===== src/rtl/scan_mux_pkg.sv =====
// Shared definitions for the scan_mux block: FSM state encoding, mode values
// and the select-width helper.
package scan_mux_pkg;

  typedef logic [1:0] state_t;

  localparam state_t IDLE   = 2'd0;
  localparam state_t MANUAL = 2'd1;
  localparam state_t SCAN   = 2'd2;

  localparam logic MODE_MANUAL = 1'b0;
  localparam logic MODE_SCAN   = 1'b1;

  function automatic int sel_width(input int n);
    return (n > 1) ? $clog2(n) : 1;
  endfunction

endpackage


===== src/rtl/scan_mux_next.sv =====
// Circular priority finder: the next enabled channel strictly above cur,
// or the lowest enabled channel with wrap=1 when none exists above.
module scan_mux_next #(
  parameter int CHANNELS = 16,
  parameter int SEL_W    = 4
) (
  input  logic [CHANNELS-1:0] mask,
  input  logic [SEL_W-1:0]    cur,
  output logic [SEL_W-1:0]    nxt,
  output logic                wrap
);

  logic [SEL_W-1:0] lowest;
  logic             found_hi;
  logic             found_lo;

  always_comb begin
    // NOTE: every signal gets a default before the loop, so no path leaves one unassigned and no latch is inferred.
    nxt      = '0;
    wrap     = 1'b0;
    lowest   = '0;
    found_hi = 1'b0;
    found_lo = 1'b0;
    for (int k = 0; k < CHANNELS; k++) begin
      if (mask[k] && !found_lo) begin
        lowest   = SEL_W'(k);
        found_lo = 1'b1;
      end
      if (mask[k] && (k > int'(cur)) && !found_hi) begin
        nxt      = SEL_W'(k);
        found_hi = 1'b1;
      end
    end
    if (!found_hi) begin
      nxt  = lowest;
      wrap = found_lo;
    end
  end

endmodule


===== src/rtl/scan_mux.sv =====
// Channel multiplexer with manual select and masked auto-scan with dwell.
// Optional registered parity output is enabled by defining SCAN_MUX_PARITY_EN.
module scan_mux
  import scan_mux_pkg::*;
#(
  parameter  int CHANNELS = 16,
  parameter  int DATA_W   = 1,
  parameter  int DWELL_W  = 4,
  localparam int SEL_W    = sel_width(CHANNELS)
) (
  input  logic                       clk,
  input  logic                       rst_n,
  input  logic [CHANNELS*DATA_W-1:0] din,
  input  logic                       mode,
  input  logic [SEL_W-1:0]           sel,
  input  logic [CHANNELS-1:0]        mask,
  input  logic [DWELL_W-1:0]         dwell,
  output logic [DATA_W-1:0]          dout,
  output logic [SEL_W-1:0]           ch_out,
  output logic                       valid,
  output logic                       wrap
`ifdef SCAN_MUX_PARITY_EN
  ,
  output logic                       parity
`endif
);

  state_t              state_q, state_d;
  logic [SEL_W-1:0]    cur_q, cur_d;
  logic [DWELL_W-1:0]  cnt_q, cnt_d;
  logic [DWELL_W-1:0]  dwell_q, dwell_d;
  logic [SEL_W-1:0]    find_idx, nxt_idx;
  logic                nxt_wrap;
  logic [DATA_W-1:0]   dout_d;
  logic [SEL_W-1:0]    ch_d;
  logic                valid_d, wrap_d;

  function automatic logic [DATA_W-1:0] chan_data(
    input logic [CHANNELS*DATA_W-1:0] bus,
    input logic [SEL_W-1:0]           idx
  );
    chan_data = '0;
    for (int k = 0; k < CHANNELS; k++) begin
      if (int'(idx) == k) chan_data = bus[k*DATA_W +: DATA_W];
    end
  endfunction

  always_comb begin
    if (mode == MODE_MANUAL) state_d = MANUAL;
    else if (|mask)          state_d = SCAN;
    else                     state_d = IDLE;
  end

  // Outside SCAN the finder starts from the top index, so its answer is the lowest enabled channel.
  assign find_idx = (state_q == SCAN) ? cur_q : SEL_W'(CHANNELS - 1);

  scan_mux_next #(.CHANNELS(CHANNELS), .SEL_W(SEL_W)) u_next (
    .mask (mask),
    .cur  (find_idx),
    .nxt  (nxt_idx),
    .wrap (nxt_wrap)
  );

  always_comb begin
    cur_d   = '0;
    cnt_d   = '0;
    dwell_d = dwell_q;
    dout_d  = '0;
    ch_d    = '0;
    valid_d = 1'b0;
    wrap_d  = 1'b0;
    case (state_d)
      MANUAL: begin
        if (int'(sel) < CHANNELS) begin
          dout_d  = chan_data(din, sel);
          ch_d    = sel;
          valid_d = 1'b1;
        end
      end
      SCAN: begin
        if (state_q != SCAN) begin
          cur_d   = nxt_idx;
          dwell_d = dwell;
        end else if (!mask[cur_q] || (cnt_q == dwell_q)) begin
          // Dwell is latched only here, so a new value applies from this advance on.
          cur_d   = nxt_idx;
          wrap_d  = nxt_wrap;
          dwell_d = dwell;
        end else begin
          cur_d = cur_q;
          cnt_d = cnt_q + 1'b1;
        end
        dout_d  = chan_data(din, cur_d);
        ch_d    = cur_d;
        valid_d = 1'b1;
      end
      default: ;
    endcase
  end

  always_ff @(posedge clk) begin
    // NOTE: reset is synchronous, so it is just the first branch of the clocked block; all state updates use <=.
    if (!rst_n) begin
      state_q <= IDLE;
      cur_q   <= '0;
      cnt_q   <= '0;
      dwell_q <= '0;
      dout    <= '0;
      ch_out  <= '0;
      valid   <= 1'b0;
      wrap    <= 1'b0;
    end else begin
      state_q <= state_d;
      cur_q   <= cur_d;
      cnt_q   <= cnt_d;
      dwell_q <= dwell_d;
      dout    <= dout_d;
      ch_out  <= ch_d;
      valid   <= valid_d;
      wrap    <= wrap_d;
    end
  end

`ifdef SCAN_MUX_PARITY_EN
  // dout_d is already zero whenever valid_d is low, so parity is zero there too.
  always_ff @(posedge clk) begin
    if (!rst_n) parity <= 1'b0;
    else        parity <= ^dout_d;
  end
`endif

endmodule


===== config.mk =====
export PLATFORM = sky130hd
export DESIGN_NAME = scan_mux
export DESIGN_NICKNAME = d
export VERILOG_FILES = /design/src/rtl/scan_mux_pkg.sv /design/src/rtl/scan_mux_next.sv /design/src/rtl/scan_mux.sv
export SDC_FILE = /design/constraint.sdc
export NUM_CORES = 1
export LEC_CHECK = 0
export ABC_AREA = 1
export BUFFER_PORTS_ARGS = -buffer_cell sky130_fd_sc_hd__clkbuf_2
export CAP_MARGIN = 15
export CORE_MARGIN = 4
export CORE_UTILIZATION = 40
export DETAILED_ROUTE_END_ITERATION = 10
export PLACE_DENSITY_LB_ADDON = 0.12
export SLEW_MARGIN = 20
export SYNTH_ARGS = -nofsm -noshare
export SYNTH_HDL_FRONTEND = slang
export SYNTH_SLANG_ARGS = --single-unit

===== constraint.sdc =====
create_clock -name clk -period 3.7 [get_ports clk]
set_clock_uncertainty 0.15 [all_clocks]
set_input_delay 0.74 -clock clk [delete_from_list [all_inputs] [get_ports clk]]
set_output_delay 0.74 -clock clk [all_outputs]
set_load 0.005 [all_outputs]

# Word-level counts from Yosys, hierarchy flattened
# Index checks and enable logic that the tools add are counted.
[op_classes]
n_addsub = 1
order_cmp = 16
eq_ne = 35
mux = 107
bitwise_logic = 3
n_reduce_logical = 84
[ops]
columns = ["op", "n"]
rows = [
  ["two-way mux 4 bit", 29],
  ["two-way mux 1 bit", 67],
  ["== test 4 bit, second input constant", 16],
  ["logical AND 1 bit", 44],
  ["== test 4 x 3 -> 1 bit, second input constant", 8],
  ["> comparator 4 bit, first input constant", 8],
  ["logical NOT 1 bit", 30],
  ["== test 4 x 2 -> 1 bit, second input constant", 4],
  ["> comparator 3 x 4 -> 1 bit, first input constant", 4],
  ["OR reduction 16 bit", 1],
  ["two-way mux 3 bit", 4],
  ["== test 4 x 1 -> 1 bit, second input constant", 2],
  ["> comparator 2 x 4 -> 1 bit, first input constant", 2],
  ["logical NOT 4 bit", 2],
  ["two-way mux 2 bit", 4],
  ["one-hot mux 4 bit (2 select lines)", 1],
  ["less-than comparator 4 x 5 -> 1 bit, second input constant", 1],
  ["OR reduction 5 bit", 1],
  ["adder 4 x 1 -> 4 bit, second input constant", 1],
  ["binary-select mux 1 bit (select 4 bit)", 1],
  ["== test 2 bit, second input constant", 2],
  ["== test 4 bit", 1],
  ["> comparator 1 x 4 -> 1 bit, first input constant", 1],
  ["AND reduction 2 bit", 2],
  ["other kinds (8)", 10],
]
[totals]
regBits = 21
in_bits = 43
wordCells = 254

# Depth between registers and ports, before layout
[logic_depth]
word_depth = 69
ltp_mapped = 29
depth_no_buf = 29

# Modules after synthesis
# A second synthesis with hierarchy kept.
[unflattened]
hier_cells = 352
hier_area_um2 = 2054.5
[modules_own_cells]
columns = ["mod", "instances", "cells_per_inst", "area_per_inst_um2", "seq_area_each_um2"]
rows = [
  ["scan_mux", 1, 224, 1425.1, 420.4],
  ["scan_mux_next", 1, 128, 629.4, 0.0],
]

# Worst setup path after synthesis
# Ideal clock, no wire load.
[synth_path]
kind = "input to register"
from = "input mask[1]"
to = "register dout"
setup_time_ns = 0.125
arrival_ns = 2.622
path_slack_ns = 0.803
path_stages = 25
path_buffers = 0
path_cell_list = "nor2_1 -> nand2_1 -> nor2_2 -> nand3_1 -> nor2_1 -> o21ai_0 -> nand3_1 -> nand2_1 -> inv_1 -> nor2_1 -> nor2_1 -> nor2_2 -> or2_0 -> nand2_1 -> nand2_1 -> nand2_1 -> nand2_1 -> nand2_1 -> nand2_1 -> nand2_1 -> nand3_1 -> nand2_1 -> nand3_1 -> nand2_1 -> nand2_1"
[synth_between]
elab_chain_cells = 66
word_cells_on_any_way = 163
[synth_rtl]
columns = ["item", "line_no", "rtl"]
rows = [
  ["from (decl)", "scan_mux.sv:16", "input logic [CHANNELS-1:0] mask,"],
  ["logical AND 1 bit (on tied branches)", "scan_mux_next.sv:25, scan_mux_next.sv:29", ""],
  ["two-way mux 1 bit (on tied branches)", "scan_mux_next.sv:25, scan_mux_next.sv:29", ""],
  ["logical NOT 1 bit (on tied branches)", "scan_mux_next.sv:25, scan_mux_next.sv:29", ""],
  ["logical AND 1 bit (on tied branches)", "scan_mux_next.sv:25, scan_mux_next.sv:29", ""],
  ["two-way mux 1 bit (on tied branches)", "scan_mux_next.sv:25, scan_mux_next.sv:29", ""],
  ["logical NOT 1 bit (on tied branches)", "scan_mux_next.sv:25, scan_mux_next.sv:29", ""],
  ["logical AND 1 bit (on tied branches)", "scan_mux_next.sv:25, scan_mux_next.sv:29", ""],
  ["two-way mux 1 bit (on tied branches)", "scan_mux_next.sv:25, scan_mux_next.sv:29", ""],
  ["[35 not listed]", "n/a", ""],
  ["two-way mux 4 bit (tied with other cells)", "scan_mux_next.sv:25", "if (mask[k] && !found_lo) begin"],
  ["two-way mux 4 bit", "scan_mux_next.sv:34", "if (!found_hi) begin"],
  ["two-way mux 4 bit", "scan_mux.sv:84", "end else if (!mask[cur_q] || (cnt_q == dwell_q)) begin"],
  ["two-way mux 4 bit", "scan_mux.sv:81", "if (state_q != SCAN) begin"],
  ["two-way mux 4 bit", "scan_mux.sv:72", "case (state_d)"],
  ["logical NOT 4 bit", "scan_mux.sv:44", "if (int'(idx) == k) chan_data = bus[k*DATA_W +: DATA_W];"],
  ["two-way mux 1 bit (16 in series)", "scan_mux.sv:44", ""],
  ["one-hot mux 1 bit (2 select lines) *", "scan_mux.sv:72", ""],
  ["to (signal assigned)", "scan_mux.sv:117", "dout <= dout_d;"],
  ["to (decl)", "scan_mux.sv:18", "output logic [DATA_W-1:0] dout,"],
]
# Mark *: on every way between the ends. The rest lies on a longest branch, timed or not. The select of a mux whose other input is x is not followed.
# A chain may end at the register's enable or synchronous reset.

# Worst setup path after layout
[layout_path]
from = "input mask[3]"
to = "register dout"
[layout_between]
elab_chain_cells = 61
word_cells_on_any_way = 148
[layout_rtl]
columns = ["item", "line_no", "rtl"]
rows = [
  ["logical AND 1 bit (2 in series)", "scan_mux_next.sv:29", "if (mask[k] && (k > int'(cur)) && !found_hi) begin"],
  ["two-way mux 1 bit", "scan_mux_next.sv:29", ""],
  ["logical NOT 1 bit", "scan_mux_next.sv:29", ""],
  ["logical AND 1 bit", "scan_mux_next.sv:29", ""],
  ["two-way mux 1 bit", "scan_mux_next.sv:29", ""],
  ["logical NOT 1 bit", "scan_mux_next.sv:29", ""],
  ["logical AND 1 bit", "scan_mux_next.sv:29", ""],
  ["two-way mux 1 bit", "scan_mux_next.sv:29", ""],
  ["[29 not listed]", "n/a", ""],
  ["two-way mux 4 bit / two-way mux 1 bit (equally long branches)", "scan_mux_next.sv:29", ""],
  ["two-way mux 4 bit", "scan_mux_next.sv:34", ""],
  ["two-way mux 4 bit", "scan_mux.sv:84", ""],
  ["two-way mux 4 bit", "scan_mux.sv:81", ""],
  ["two-way mux 4 bit", "scan_mux.sv:72", ""],
  ["logical NOT 4 bit", "scan_mux.sv:44", ""],
  ["two-way mux 1 bit (16 in series)", "scan_mux.sv:44", ""],
  ["one-hot mux 1 bit (2 select lines) *", "scan_mux.sv:72", ""],
]
# Marks and branches as above.

==> impl_metrics.prom <==
# TYPE chip_impl_metric gauge
chip_impl_info{name="outcome",value="finished, final reports clean"} 1
chip_impl_metric{name="cp.buffers_inverters",unit=""} 2
chip_impl_metric{name="num-fill-cells",unit=""} 521
chip_impl_info{name="layer_with_the_highest_usage",value="met2"} 1
chip_impl_metric{name="wire_per_inst",unit="µm"} 12.8
chip_impl_info{name="timing.setup.critical_path_class",value="in2reg"} 1
chip_impl_metric{name="synth-async-reset-ratio",unit=""} 0
chip_impl_metric{name="num_antenna_cells",unit=""} 0
chip_impl_metric{name="synth_seq_area_share",unit=""} 0.204
chip_impl_metric{name="period_needed",unit="ns"} 3.09
chip_impl_metric{name="drc",unit=""} 0
chip_impl_metric{name="antenna_left",unit=""} 0
chip_impl_metric{name="number_of_antenna_violations_at_the_first_check_in_global_routing",unit=""} 0
chip_impl_metric{name="synth_enable_flop_cells",unit=""} 0
chip_impl_metric{name="holdWs",unit="ns"} 0.335
chip_impl_info{name="critical_path.reg2reg.endpoint",value="dout"} 1
chip_impl_metric{name="total_neg_setup_slack",unit="ns"} 0
chip_impl_info{name="yosys_most_used_dff",value="dfxtp_1"} 1
chip_impl_info{name="critical_path_cell_with_the_highest_stage_delay",value="nor2_2"} 1
chip_impl_metric{name="gr-usage-met2",unit=""} 0.333
chip_impl_metric{name="synthesis.instances",unit=""} 349
chip_impl_info{name="critical-path-top-cell-by-count",value="nand2_1"} 1
chip_impl_metric{name="grt_pass1_wl",unit="mm"} 9.94
chip_impl_metric{name="area_used_by_multi_input_combinational_logic",unit="mm²"} 0.00144
chip_impl_metric{name="placed_cell_area",unit="mm²"} 0.00239
chip_impl_metric{name="maxCapViolations",unit=""} 0
chip_impl_metric{name="largest_net_degree_at_the_start_of_global_routing",unit=""} 13
chip_impl_metric{name="cts.clk_slew.worst_paths",unit="ns"} 0.07
chip_impl_info{name="launching_element_type_of_the_critical_path",value="input port"} 1
chip_impl_metric{name="cp.required",unit="ns"} 3.70
chip_impl_metric{name="dr_total_vias",unit=""} 2455
chip_impl_metric{name="finalMaxSlewViolations",unit=""} 0
chip_impl_metric{name="worstPathArrival",unit="ns"} 3.08
chip_impl_metric{name="met1_usage",unit=""} 0.255
chip_impl_metric{name="timing.reg2reg.setup_slack",unit="ns"} 0.65
chip_impl_metric{name="synthDominantCellAreaShare",unit=""} 0.204
chip_impl_metric{name="final_nets",unit=""} 446
chip_impl_metric{name="detailedRoute.firstIterationViolations",unit=""} 164
chip_impl_metric{name="r2r.worst_path.cells",unit=""} 16
chip_impl_metric{name="power.ir.vdd_worst",unit="mV"} 0.272
chip_impl_info{name="synth_largest_area_cell",value="dfxtp_1"} 1
chip_impl_metric{name="power.total",unit="mW"} 0.747
chip_impl_metric{name="resized_gates_after_cts",unit=""} 0
chip_impl_info{name="cell_at_the_root_of_the_clock_tree",value="clkbuf_8"} 1
chip_impl_metric{name="clock.fmax",unit="GHz"} 0.324
chip_impl_metric{name="postSynthNetCount",unit=""} 393
chip_impl_info{name="crit_end",value="dout"} 1
chip_impl_metric{name="dp_hpwl",unit="mm"} 4.95
chip_impl_metric{name="power_per_cell_area",unit="mW/mm²"} 307
chip_impl_metric{name="drt_pre_antenna_iters",unit=""} 5
chip_impl_metric{name="yosysUniqueCellTypes",unit=""} 41
chip_impl_metric{name="vertical_die_dimension",unit="µm"} 79.8
chip_impl_metric{name="share_of_the_clock_period_used_by_the_worst_path",unit=""} 0.834
chip_impl_metric{name="drt-total-wl",unit="mm"} 5.98
chip_impl_metric{name="worst-path-stages",unit=""} 25
chip_impl_metric{name="cts_made_buffers",unit=""} 3
chip_impl_info{name="timing.rr.start",value="cur_q[0]"} 1
chip_impl_info{name="hold_class",value="reg2reg"} 1
chip_impl_metric{name="timing.final.hold_violations",unit=""} 0
chip_impl_metric{name="portBuffers",unit=""} 49
chip_impl_metric{name="cts-root-to-sink-buffers",unit=""} 2
chip_impl_metric{name="post_synth.cell_area_avg",unit="µm²"} 5.91
chip_impl_metric{name="die_w",unit="µm"} 79.8
chip_impl_metric{name="globalRouteTotalUtil",unit=""} 0.193
chip_impl_info{name="synthTopCellsByArea",value="dfxtp_1, nand2_1, nand3_1"} 1
chip_impl_metric{name="first_global_vias",unit=""} 2204
chip_impl_metric{name="place_congestion",unit=""} 0.924
chip_impl_metric{name="report.final.setup_viol",unit=""} 0
chip_impl_metric{name="final_cell_area",unit="mm²"} 0.00243
chip_impl_metric{name="post_drt_via_cell_ratio",unit=""} 5.25
chip_impl_metric{name="numClockSinks",unit=""} 21
chip_impl_metric{name="clock_insertion_delay_worst_skew",unit="ns"} 0.25
chip_impl_metric{name="timing_worst_slew_pin_value",unit="ns"} 0.573
chip_impl_metric{name="placeableCoreArea",unit="mm²"} 0.00485
chip_impl_metric{name="post_route_cells_drive_above_1_share",unit=""} 0.222
chip_impl_metric{name="grt.overflow.total",unit=""} 0
chip_impl_metric{name="postCtsSetupBuffers",unit=""} 0
chip_impl_info{name="worst_setup_path_end_kind",value="flip-flop"} 1
chip_impl_info{name="synthMostInstantiatedCell",value="nand2_1"} 1
chip_impl_info{name="tritoncts",value="yes"} 1
chip_impl_metric{name="ctsHoldBuffers",unit=""} 0
chip_impl_metric{name="postSynthRegisterBits",unit=""} 21
chip_impl_metric{name="synth_area",unit="mm²"} 0.00206
chip_impl_metric{name="met3_use_gr",unit=""} 0.0214
chip_impl_metric{name="htree_num_levels",unit=""} 1
chip_impl_info{name="rsz0062_at_grt",value="no"} 1
chip_impl_info{name="kind_of_cell_with_the_highest_combined_delay_on_the_critical_path",value="simple AND/OR/NAND/NOR gates"} 1
chip_impl_metric{name="path_max_fanout",unit=""} 7
chip_impl_metric{name="rows",unit=""} 25
chip_impl_metric{name="sequential_cell_area",unit="µm²"} 420
chip_impl_info{name="synth_top_cells_by_count",value="nand2_1, nor2_1, inv_1"} 1
chip_impl_metric{name="layout-area-overhead-vs-synth",unit="%"} 18.0
chip_impl_metric{name="ys.warnings.count",unit=""} 0
chip_impl_metric{name="die_area",unit="mm²"} 0.00637
chip_impl_metric{name="static-leakage-power",unit="nW"} 1.28
chip_impl_info{name="critPathLaunch",value="mask[3]"} 1
chip_impl_metric{name="io_pins",unit=""} 50
chip_impl_metric{name="effective_utilization_at_floorplan",unit=""} 0.425
chip_impl_metric{name="critPathMaxStageDelay",unit="ns"} 0.20
chip_impl_metric{name="max-slew-margin-rel",unit=""} 0.614
==> cell type report <==
type / instances / share of cell area
Timing Repair Buffer: 50 / 0.104
Clock buffer: 3 / 0.0170
Inverter: 51 / 0.0787
Sequential cell: 21 / 0.173
Tap cell: 67 / 0.0344
Multi-Input combinational cell: 275 / 0.591
Clock inverter: 1 / 0.00206
==> metrics by stage <==
stage,std cells,worst slack (ns),util
final,468,0.613,0.502
after global routing,468,0.272,0.502
after CTS,468,0.655,0.502
after detailed placement,464,0.382,0.492
after global placement,464,0.469,0.492
after floorplan,349,0.803,-
==> routing by layer <==
metal	wire, µm	vias to the layer above
li1	-	1258
met1	2700	1100
met2	2790	91
met3	428	6
met4	62	0
met5	0	-
==> report_power, final <==
part / leakage, nW / internal [mW] / switching [mW]
sequential: 0.173 / 0.244 / 0.0162
clock: 0.0255 / 0.0749 / 0.0706
combinational: 1.08 / 0.122 / 0.220
total: 1.28 / 0.440 / 0.307
==> cells by family (layout without fill, tap and decap cells) <==
| group | after synthesis | in the layout | synth area share |
|---|---|---|---|
| AND/OR/NAND/NOR | 219 | 219 | 0.511 |
| buffers and inverters | 53 | 105 | 0.0983 |
| AO/OA/AOI/OAI | 49 | 49 | 0.155 |
| flip-flops | 21 | 21 | 0.204 |
| XOR/XNOR | 6 | 6 | 0.0255 |
| adder cells (fa/ha/maj) | 1 | 1 | 0.00607 |
==> cell usage in the layout, fill, tap and decap left out, drive strengths merged <==
cell,Yosys,final
a211oi,1,1
a21o,1,1
a21oi,1,1
a22oi,1,1
a32oi,1,1
buf,1,1
clkbuf,1,52
clkinv,0,1
dfxtp,21,21
ha,1,1
inv,51,51
nand2,86,86
nand3,46,46
nand3b,4,4
nand4,9,9
nor2,68,68
nor3,3,3
nor4,1,1
o2111ai,1,1
o211ai,6,6
o21ai,28,28
o21bai,1,1
o22ai,4,4
o311ai,1,1
o31ai,1,1
o41ai,2,2
or2,2,2
xnor2,5,5
xor2,1,1
==> sequential cells by signal, summed over array words and instances, names as in the netlist <==
name	count
wrap	1
ch_out	4
dout	1
state_q	2
cur_q	4
dwell_q	4
valid	1
cnt_q	4
==> worst min path at each step <==
stage | from | to | cells past startpoint
after floorplan | cnt_q[0] | cnt_q[0] | 1
after global placement | cnt_q[0] | cnt_q[0] | 1
after detailed placement | cnt_q[0] | cnt_q[0] | 1
after CTS | cnt_q[0] | cnt_q[0] | 1
after global routing | cnt_q[0] | cnt_q[0] | 1
final | cnt_q[0] | cnt_q[0] | 1
(Power assumes the default switching activity.)
